### src/rtl/mem_arb_pkg.sv
// Shared types and constants for the two-cache main-memory port arbiter.
// A word is carried as four bytes, with byte 0 in bits 7:0.
package mem_arb_pkg;

   localparam int BYTES_PER_WORD = 4;

   typedef logic [BYTES_PER_WORD-1:0][7:0] word_bytes_t;

   typedef enum logic [1:0] {
      IDLE,
      BUSY,
      RESP
   } state_t;

   typedef enum logic {
      REQ_IC = 1'b0,
      REQ_DC = 1'b1
   } req_id_t;

   // Assemble a word from its bytes in cache order (byte 0 first).
   function automatic word_bytes_t make_word(input logic [7:0] b0, input logic [7:0] b1,
                                             input logic [7:0] b2, input logic [7:0] b3);
      word_bytes_t w;
      w[0] = b0;
      w[1] = b1;
      w[2] = b2;
      w[3] = b3;
      return w;
   endfunction

endpackage

### src/rtl/mem_port_arbiter_rr_pick2.sv
// Two-way round-robin picker: a sole requester wins, and on a tie the requester
// that was not granted last time wins.
module rr_pick2
   import mem_arb_pkg::*;
(
   input  logic [1:0] req,
   input  req_id_t    last_grant,
   output req_id_t    grant,
   output logic       valid
);

   // NOTE: every output of a combinational block gets a default first, so no
   // path through the block leaves it unassigned and no latch is inferred.
   always_comb begin
      valid = |req;
      grant = REQ_IC;
      if (req == 2'b11)
         grant = (last_grant == REQ_IC) ? REQ_DC : REQ_IC;
      else if (req[1])
         grant = REQ_DC;
   end

endmodule

### src/rtl/mem_port_arbiter.sv
// Shares one main-memory port between the icache and dcache controllers, with
// round-robin arbitration, registered responses and a watchdog abort.
module mem_port_arbiter
   import mem_arb_pkg::*;
#(
   parameter int TIMEOUT_CYCLES = 255,
   parameter int CNT_W          = 16
) (
   input  logic        clk,
   input  logic        reset,
   input  logic        ic_req,
   input  logic [31:0] ic_addr,
   input  logic        ic_we,
   input  word_bytes_t ic_wdata,
   output word_bytes_t ic_rdata,
   output logic        ic_done,
   input  logic        dc_req,
   input  logic [31:0] dc_addr,
   input  logic        dc_we,
   input  word_bytes_t dc_wdata,
   output word_bytes_t dc_rdata,
   output logic        dc_done,
   output logic        mem_start,
   output logic [31:0] mem_addr,
   output logic        mem_we,
   output word_bytes_t mem_data_in,
   input  word_bytes_t mem_data_out,
   input  logic        mem_done,
   output logic        err
);

   localparam logic [CNT_W-1:0] TIMEOUT_LAST = CNT_W'(TIMEOUT_CYCLES - 1);

   state_t            state, next_state;
   req_id_t           owner, last_grant, pick_id;
   logic              pick_valid;
   logic              grant_fire, finish, timeout;
   logic [CNT_W-1:0]  cnt;
   word_bytes_t       capture_word;

   rr_pick2 u_pick (
      .req        ({dc_req, ic_req}),
      .last_grant (last_grant),
      .grant      (pick_id),
      .valid      (pick_valid)
   );

   always_comb begin
      next_state   = state;
      grant_fire   = 1'b0;
      finish       = 1'b0;
      timeout      = 1'b0;
      capture_word = mem_data_out;
      unique case (state)
         IDLE: if (pick_valid) begin
            grant_fire = 1'b1;
            next_state = BUSY;
         end
         BUSY: if (mem_done) begin
            finish     = 1'b1;
            next_state = RESP;
         end else if (cnt == TIMEOUT_LAST) begin
            finish       = 1'b1;
            timeout      = 1'b1;
            capture_word = '0;
            next_state   = RESP;
         end
         RESP:    next_state = IDLE;
         default: next_state = IDLE;
      endcase
   end

   // NOTE: sequential state uses non-blocking assignments so every register
   // samples the pre-edge values, independent of statement order.
   always_ff @(posedge clk or posedge reset) begin
      if (reset) state <= IDLE;
      else       state <= next_state;
   end

   always_ff @(posedge clk or posedge reset) begin
      if (reset) begin
         owner       <= REQ_IC;
         last_grant  <= REQ_IC;
         cnt         <= '0;
         mem_start   <= 1'b0;
         mem_addr    <= '0;
         mem_we      <= 1'b0;
         mem_data_in <= '0;
         ic_rdata    <= '0;
         dc_rdata    <= '0;
         ic_done     <= 1'b0;
         dc_done     <= 1'b0;
         err         <= 1'b0;
      end else begin
         ic_done <= 1'b0;
         dc_done <= 1'b0;
         err     <= 1'b0;

         if (grant_fire) begin
            owner      <= pick_id;
            last_grant <= pick_id;
            mem_start  <= 1'b1;
            cnt        <= '0;
            if (pick_id == REQ_DC) begin
               mem_addr    <= dc_addr;
               mem_we      <= dc_we;
               mem_data_in <= dc_wdata;
            end else begin
               mem_addr    <= ic_addr;
               mem_we      <= ic_we;
               mem_data_in <= ic_wdata;
            end
         end

         if (state == BUSY && !finish)
            cnt <= cnt + 1'b1;

         // Completion: a read returns memory data, or zero if the watchdog fired.
         if (finish) begin
            mem_start <= 1'b0;
            err       <= timeout;
            if (owner == REQ_DC) begin
               dc_done <= 1'b1;
               if (!mem_we) dc_rdata <= capture_word;
            end else begin
               ic_done <= 1'b1;
               if (!mem_we) ic_rdata <= capture_word;
            end
         end
      end
   end

endmodule

### config.mk
export PLATFORM = sky130hd
export DESIGN_NAME = mem_port_arbiter
export DESIGN_NICKNAME = d
export VERILOG_FILES = /design/src/rtl/mem_arb_pkg.sv /design/src/rtl/mem_port_arbiter_rr_pick2.sv /design/src/rtl/mem_port_arbiter.sv
export SDC_FILE = /design/constraint.sdc
export NUM_CORES = 1
export LEC_CHECK = 0
export CORE_MARGIN = 2
export CORE_UTILIZATION = 40
export CTS_CLUSTER_DIAMETER = 50
export DETAILED_ROUTE_END_ITERATION = 8
export PLACE_DENSITY = 0.78
export SYNTH_ARGS = -nofsm -noshare
export SYNTH_HDL_FRONTEND = slang
export SYNTH_HIERARCHICAL = 1
export SYNTH_SLANG_ARGS = --single-unit
### constraint.sdc
create_clock -name clk -period 14.2 [get_ports clk]
set_clock_uncertainty 0.2 [all_clocks]
set_input_delay 2.84 -clock clk [delete_from_list [all_inputs] [get_ports clk]]
set_output_delay 2.84 -clock clk [all_outputs]
set_load 0.1 [all_outputs]
==> out/qor.txt, run 1 <==
Outcome: completed
Share of the synthesized area in the top cell type: 59.03%
Critical path's slowest cell: clkdlybuf4s50_1
CTS tree: done
TritonCTS Sinks: 152
Cell Area, Synth: 0.006444 sq mm
Starting Density: 40.71%
Maximum fanout along the worst path: 6
CTS Buffer Depth: 2
Final min period: 5.202 ns
Layout Nets: 999
Synth area leaders: dfrtp_1 (59%), mux2i_1 (12%), a22o_1 (8.7%), o21ai_0 (5.1%), nand2_1 (4.8%)
TNS Setup: 0 ns
CP endpoint kind: output pin
Placed insts: 1027
Hold/Removal Path Class: reg -> reg
Critical path's top delay family: buffers and inverters
Antenna violations before repair: 0
I/O Pins: 300
Post-Synth XOR/XNOR Area: 0%
Max_cap viols: 0
Critical path class: reg -> out
Area Growth Syn to Fin: 58.72%
Post-synthesis sequential area ratio: 59.03%
Ys async rst share: 100.0%
Post-synth cell types: 39
Initial DRC count: 212
Vias per cell: 5.136
Buf/Inv on CP: 1
Most frequent cells in the layout: clkdlybuf4s50_1 (299), dfrtp_1 (152), nand2_1 (83)
Post-synthesis mux area share: 12.45%
Syn. warnings: 6
ANT nets after route: 0
Worst Hold Margin: 0.2753 ns
Root Driver: clkbuf_16
Clock transition at path regs: 0.06 ns
Global placement routability congestion: 0.8307
Post-synth EDFFs: 0
Number of synthesized register bits: 152
Drt wl/cell: 17.66 um
# port buffers: 299
Simple-gate share of the synthesized area: 10.02%
Cts bufs inserted: 17
DRC: 0
Post-cts hold buffer count: 0
Fillers: 1171
Die Y: 130.9 um
Largest family of logic cells by synthesized area: compound AO/OA/AOI/OAI gates
Crit-path cells: clkdlybuf4s50_1
Clk_lat worst skew: 0.42 ns
DR pass1 iterations: 6
Die Footprint: 0.01714 sq mm
Most common cell after layout, fill and taps aside: clkdlybuf4s50_1
GRT Util Overall: 21.73%
Slew Limit Fails: 0
Die width: 130.9 um
Synth Area in Adders: 0.3883%
Predominant post-synthesis flop cell: dfrtp_1
Grt ovf: 0
Post-synth top area cell: dfrtp_1
Total Routed Length: 18.70 mm
Syn avg cell area: 11.85 sq um
Routed vias: 5439
Layout cell share with drive strength beyond 1: 5.813%
First-pass GRT wire length: 28.60 mm
Final setup vio count: 0
Syn_nets: 713
WP data required: 11.16 ns
DP Wirelength: 13.46 mm
WP data arrival: 2.16 ns
Setup Buffers After CTS: 0
Fin crit share: 36.63%
Num rows: 46
CP peak stage delay: 1.22 ns
CP Launch Type: flop
Final hold violations: 0
Maximum clock frequency: 192.2 MHz
Worst-Margin Slew: 1.273 ns
RSZ-0062 raised after global routing: false
Compound-gate portion of the synthesized area: 14.93%
CTS H-tree lvls: 4
Mapped Cells: 544
CORE AREA: 0.01583 sq mm
Largest net degree at the start of global routing: 149
Vias in the first global route: 5513
Max transition margin: 15.16%
CTS resizes: 0
Antenna fix cells: 0
Layout Cells excl Fill: 1059
## Yosys cell counts (2+ instances only)
cell type / count
and4_1: 2
buf_2: 14
nand2_1: 83
nor2_1: 5
mux2i_1: 79
nor3_1: 4
ha_1: 2
nand3b_1: 2
o21ai_0: 66
nor4b_1: 2
and3_1: 2
inv_1: 5
dfrtp_1: 152
o211ai_1: 2
nor4_4: 2
buf_1: 4
nand3_1: 12
buf_6: 3
nand4_1: 5
clkbuf_1: 16
a22o_1: 64
## metal layers
metal	vias up	track usage, %	part of all wire, %
met2	259	37.65	50
met4	0	9.574	2.7
met5	-	0	0
met3	38	6.555	9.0
li1	2549	-	-
met1	2593	24.92	38
## worst paths after layout
path / startpoint / end / slack (ns) / cells past startpoint
worst max register to register: cnt[0] / dc_rdata[28] / 11.54 / 6
worst min register to register: mem_data_in[4] / mem_data_in[4] / 0.28 / 2
min in group asynchronous: reset / dc_rdata[10] / 2.66 / 2
worst min-delay path: mem_data_in[4] / mem_data_in[4] / 0.28 / 2
worst max-delay path: mem_we / mem_we / 9.00 / 1
max in group asynchronous: reset / mem_data_in[3] / 9.58 / 3
## through the flow
stage / area (sq um) / setup WS [ns] / util (%)
6_report: 10230 / 8.998 / 64.62
5_1_grt: 10230 / 8.914 / 64.62
4_1_cts: 10230 / 8.972 / 64.62
3_5_place_dp: 9604 / 8.817 / 60.68
3_3_place_gp: 9604 / 8.884 / 60.68
2_1_floorplan: 6444 / 7.067 / -
## registers in the layout (all words and copies together), names as in the netlist, 2 cells and up
signal,cells
ic_rdata,32
mem_data_in,32
dc_rdata,32
mem_addr,32
state,2
cnt,16
## final cells by class
class,instances,area (sq um),share of cell area [%]
flip-flops and latches,152,3804,37.19
repair buffers,305,3038,29.70
multi-input cells,349,2469,24.14
clock buffers,18,439.2,4.294
well taps,216,270.3,2.643
clock inverters,14,183.9,1.798
inverters,5,23.77,0.2324
## cells by family after synthesis
family / count (synthesis)
adder cells (fa/ha/maj): 2
flip-flops: 152
AO/OA/AOI/OAI: 137
multiplexers: 80
AND/OR/NAND/NOR: 130
buffers and inverters: 43
## tightest hold or removal path: stages (launching register included)
cell and delay (ns):
dfrtp_1 0.34, nand2_1 0.04, o21ai_0 0.06
Power of run 1 is left out: the tool's default activity adds up to more than one toggle a clock period on the data nets, which glitch-free logic cannot reach.
==> run 2: changes to the inputs <==
Clock period 14.2 ns to 5 ns, I/O delays scaled along.
==> run 2 against run 1 <==
Effect of this change: clock-buffer cell count unchanged; core utilization up 0.16 points; register-to-register slack got worse by 9.2 ns; final area rose by 0.24%; sequential share of layout area fell by 0.091 points; global-route usage is 0.35 points lower; worst setup slack worse by 7.4 ns; non-clock buffer count up 4; via count is 0.97% lower; first-iteration DRC count increased by 61%; final cell count increased by 0.28%; critical path type unchanged.
==> out/qor.txt, run 2 (synthesized netlist as in run 1, its figures left out) <==
Outcome: completed
Buf/Inv on CP: 1
Antenna fix cells: 0
Cts bufs inserted: 17
Multi-input logic area: 0.002469 sq mm
TritonCTS Sinks: 152
Largest net degree at the start of global routing: 109
Most frequent cells in the layout: clkdlybuf4s50_1 (299), dfrtp_1 (152), nand2_1 (83)
Worst-Margin Slew: 1.031 ns
Most common cell after layout, fill and taps aside: clkdlybuf4s50_1
Antenna violations before repair: 0
Register area: 0.003804 sq mm
Maximum clock frequency: 298.2 MHz
Final setup vio count: 0
WP data arrival: 2.15 ns
Maximum fanout along the worst path: 6
Critical path's top delay family: buffers and inverters
Slew Limit Fails: 0
RSZ-0062 raised after global routing: false
CP endpoint kind: output pin
Hold/Removal Path Class: reg -> reg
Layout cell share with drive strength beyond 1: 6.147%
DRC: 0
Crit-path cells: clkdlybuf4s50_1
Final hold violations: 0
Num rows: 46
# port buffers: 299
I/O Pins: 300
Layout Nets: 1003
Routed vias: 5386
Initial DRC count: 342
Max_cap viols: 0
CTS resizes: 0
First-pass GRT wire length: 28.06 mm
Area Growth Syn to Fin: 59.11%
Max transition margin: 31.05%
Fin crit share: 67.07%
Post-cts hold buffer count: 0
CTS H-tree lvls: 4
Die Y: 130.9 um
WP data required: 3.80 ns
Global placement routability congestion: 0.8156
Clock transition at path regs: 0.05 ns
DR pass1 iterations: 4
Total Routed Length: 18.19 mm
Grt ovf: 0
DP Wirelength: 13.53 mm
CORE AREA: 0.01583 sq mm
CP peak stage delay: 1.23 ns
Drt wl/cell: 17.13 um
CTS Buffer Depth: 2
Die width: 130.9 um
Root Driver: clkbuf_16
TNS Setup: 0 ns
Fillers: 1184
Critical path class: reg -> out
Clk_lat worst skew: 0.41 ns
ANT nets after route: 0
Die Footprint: 0.01714 sq mm
Starting Density: 40.71%
GRT Util Overall: 21.38%
CP Launch Type: flop
Critical path's slowest cell: clkdlybuf4s50_1
Setup Buffers After CTS: 0
Vias per cell: 5.072
Vias in the first global route: 5555
CTS tree: done
Final min period: 3.353 ns
==> run 2: cell types whose count changed in the layout (fill, tap and decap cells not counted), sizes merged <==
cell    delta
inv        -9
buf        +4
clkinv     +8
==> run 2: final cells by class <==
class | count | area share [%]
repair buffers | 309 | 30.17
inverters | 5 | 0.2197
clock buffers | 18 | 4.284
flip-flops and latches | 152 | 37.10
multi-input cells | 349 | 24.08
well taps | 216 | 2.636
clock inverters | 13 | 1.513
==> run 2: metrics by stage <==
stage / instance area, sq um / instances / util [%] / worst slack [ns] / hold WS, ns
2_1_floorplan: 6447 / 544 / - / 1.883 / 0.2602
3_3_place_gp: 9658 / 1031 / 61.02 / 1.575 / 0.2605
6_report: 10250 / 1062 / 64.77 / 1.647 / 0.2749
3_5_place_dp: 9658 / 1031 / 61.02 / 1.476 / 0.2700
4_1_cts: 10250 / 1062 / 64.77 / 1.598 / 0.2837
5_1_grt: 10250 / 1062 / 64.77 / 1.556 / 0.3008
==> run 2: routing by layer <==
metal  global-route usage (%)  share of wire [%]  routed length [um]  vias to the layer above
met1                    25.36                 39                7042                     2556
met2                    36.18                 50                9051                      250
met4                    7.572                2.0                 360                        0
met5                        0                  0                   0                        -
met3                    7.533                9.5                1733                       29
li1                         -                  -                   -                     2551
==> run 2: final timing paths <==
path	endpoint	slack (ns)	startpoint	cells past startpoint
worst max register to register	dc_rdata[5]	2.33	cnt[0]	6
worst min-delay path	mem_data_in[0]	0.27	mem_data_in[0]	2
worst min register to register	mem_data_in[0]	0.27	mem_data_in[0]	2
max in group asynchronous	mem_data_in[14]	2.76	reset	3
min in group asynchronous	ic_rdata[31]	0.76	reset	2
worst max-delay path	mem_we	1.65	mem_we	1
Power of run 2 is left out for the same reason.
==> run 3: changes to the inputs <==
Settings changed: CORE_UTILIZATION 40 to 37, PLACE_DENSITY 0.78 to 0.76.
Clock period 5 ns to 2.8 ns, I/O delays scaled along.
==> run 3 against run 2 <==
Effect of this change: global-route usage is 1.8 points lower; routed wire length decreased by 1.4%; die area up 7.9%; final area is 2.6% lower; non-clock buffer count rose by 6.
==> out/qor.txt, run 3 (synthesized netlist as in run 1, its figures left out) <==
Dpl ws: 0.2395 ns
CTS Buffer Depth: 2
Critical path's slowest cell: and4_1
Hold Path Sink: mem_addr[6]
CTS tree: done
Min-Delay Startpoint: mem_addr[6]
WP data required: 2.90 ns
Largest net degree at the start of global routing: 95
Fin worst setup slack: 0.3645 ns
TNS Setup: 0 ns
Crit-path cells: inv_1 -> ha_1 -> nor4b_1 -> and4_1 -> o2111ai_4 -> buf_4 -> a22o_1
DP Wirelength: 13.42 mm
Final hold violations: 0
Num rows: 48
TritonCTS Sinks: 152
Multi-input logic area: 0.002469 sq mm
Clock transition at path regs: 0.06 ns
RSZ-0062 raised after global routing: false
Root Driver: clkbuf_16
Antenna fix cells: 0
Max transition margin: 66.66%
I/O Pins: 300
Setup Buffers After CTS: 0
# port buffers: 299
Most common cell after layout, fill and taps aside: clkdlybuf4s50_1
Routed vias: 5281
Drt wl/cell: 16.64 um
Register area: 0.003804 sq mm
Max_cap viols: 0
Reg2Reg Depth: 7
Cts bufs inserted: 17
Fillers: 1487
DRC: 0
Worst r2r src: cnt[0]
Layout cell share with drive strength beyond 1: 22.51%
Layout Nets: 1009
Fin crit share: 86.98%
Buf/Inv on CP: 2
Total Routed Length: 17.94 mm
Area Growth Syn to Fin: 54.95%
Worst-Margin Slew: 0.5001 ns
CP peak stage delay: 0.44 ns
Reg2reg setup slack: 0.36 ns
Clk_lat worst skew: 0.41 ns
Maximum fanout along the worst path: 32
Hold/Removal Path Class: reg -> reg
Grt ovf: 0
First-pass GRT wire length: 27.79 mm
Die Y: 136.0 um
Antenna violations before repair: 0
Global placement routability congestion: 0.7670
Vias in the first global route: 5126
Initial DRC count: 202
Hold Path Depth: 2
Post-cts hold buffer count: 0
Met2 wire length: 8.795 mm
Final setup vio count: 0
Slew Limit Fails: 0
Starting Density: 37.51%
Die Footprint: 0.01849 sq mm
Final min period: 2.435 ns
WP data arrival: 2.54 ns
DR pass1 iterations: 4
Critical path's top delay family: simple AND/OR/NAND/NOR gates
CP endpoint kind: flop
WL met3: 1.474 mm
Outcome: completed
Wl on met1: 7.423 mm
Die width: 136.0 um
ANT nets after route: 0
Most frequent cells in the layout: clkdlybuf4s50_1 (166), dfrtp_1 (152), buf_4 (142)
CORE AREA: 0.01718 sq mm
Critical path class: reg -> reg
CP Launch Type: flop
CTS H-tree lvls: 4
Maximum clock frequency: 410.6 MHz
GRT Util Overall: 19.63%
Vias per cell: 4.899
CTS resizes: 0
R2R Path End: dc_rdata[22]
Highest Signal Layer: met4
==> run 3: changes by cell type in the layout (fill, tap and decap cells not counted) <==
cell / change
clkinv_2: -2
buf_12: +5
clkbuf_8: -1
clkdlybuf4s50_1: -133
inv_6: +6
clkinv_4: -3
clkinvlp_4: +3
bufinv_16: -3
buf_4: +134
inv_8: +1
==> run 3: final cells by class <==
class                   instances  share of cell area (%)
inverters                       5                  0.2256
flip-flops and latches        152                   38.10
well taps                     225                   2.820
clock buffers                  17                   4.261
clock inverters                15                   1.153
repair buffers                315                   28.72
multi-input cells             349                   24.72
==> run 3: worst max path at each step <==
stage	from	end	slack [ns]	cells past startpoint
final	cnt[0]	dc_rdata[22]	0.36	7
after global routing	cnt[0]	dc_rdata[22]	0.13	7
after CTS	cnt[0]	dc_rdata[22]	0.41	7
after detailed placement	mem_done	cnt[12]	0.24	5
after global placement	mem_done	cnt[13]	0.28	5
after floorplan	reset	cnt[0]	0.12	1
==> run 3: worst min-delay path, stage by stage (launching register included) <==
cell,delay (ns)
dfrtp_1,0.34
nand2_1,0.05
o21ai_0,0.06
==> run 3: per-stage QoR <==
stage	instances	instance area [sq um]	utilization (%)	hold WS, ns
after CTS	1078	9985	58.13	0.2848
after floorplan	544	6447	-	0.2602
after global placement	1046	9444	54.98	0.2635
after detailed placement	1046	9444	54.98	0.2712
final	1078	9985	58.13	0.2811
after global routing	1078	9985	58.13	0.3031
==> run 3: routing by layer <==
layer  up-vias  GRT usage, %
met5         -             0
met4         0         6.713
met3        17         5.444
met2       235         32.58
li1       2565             -
met1      2464         24.76
Power of run 3 is left out for the same reason.
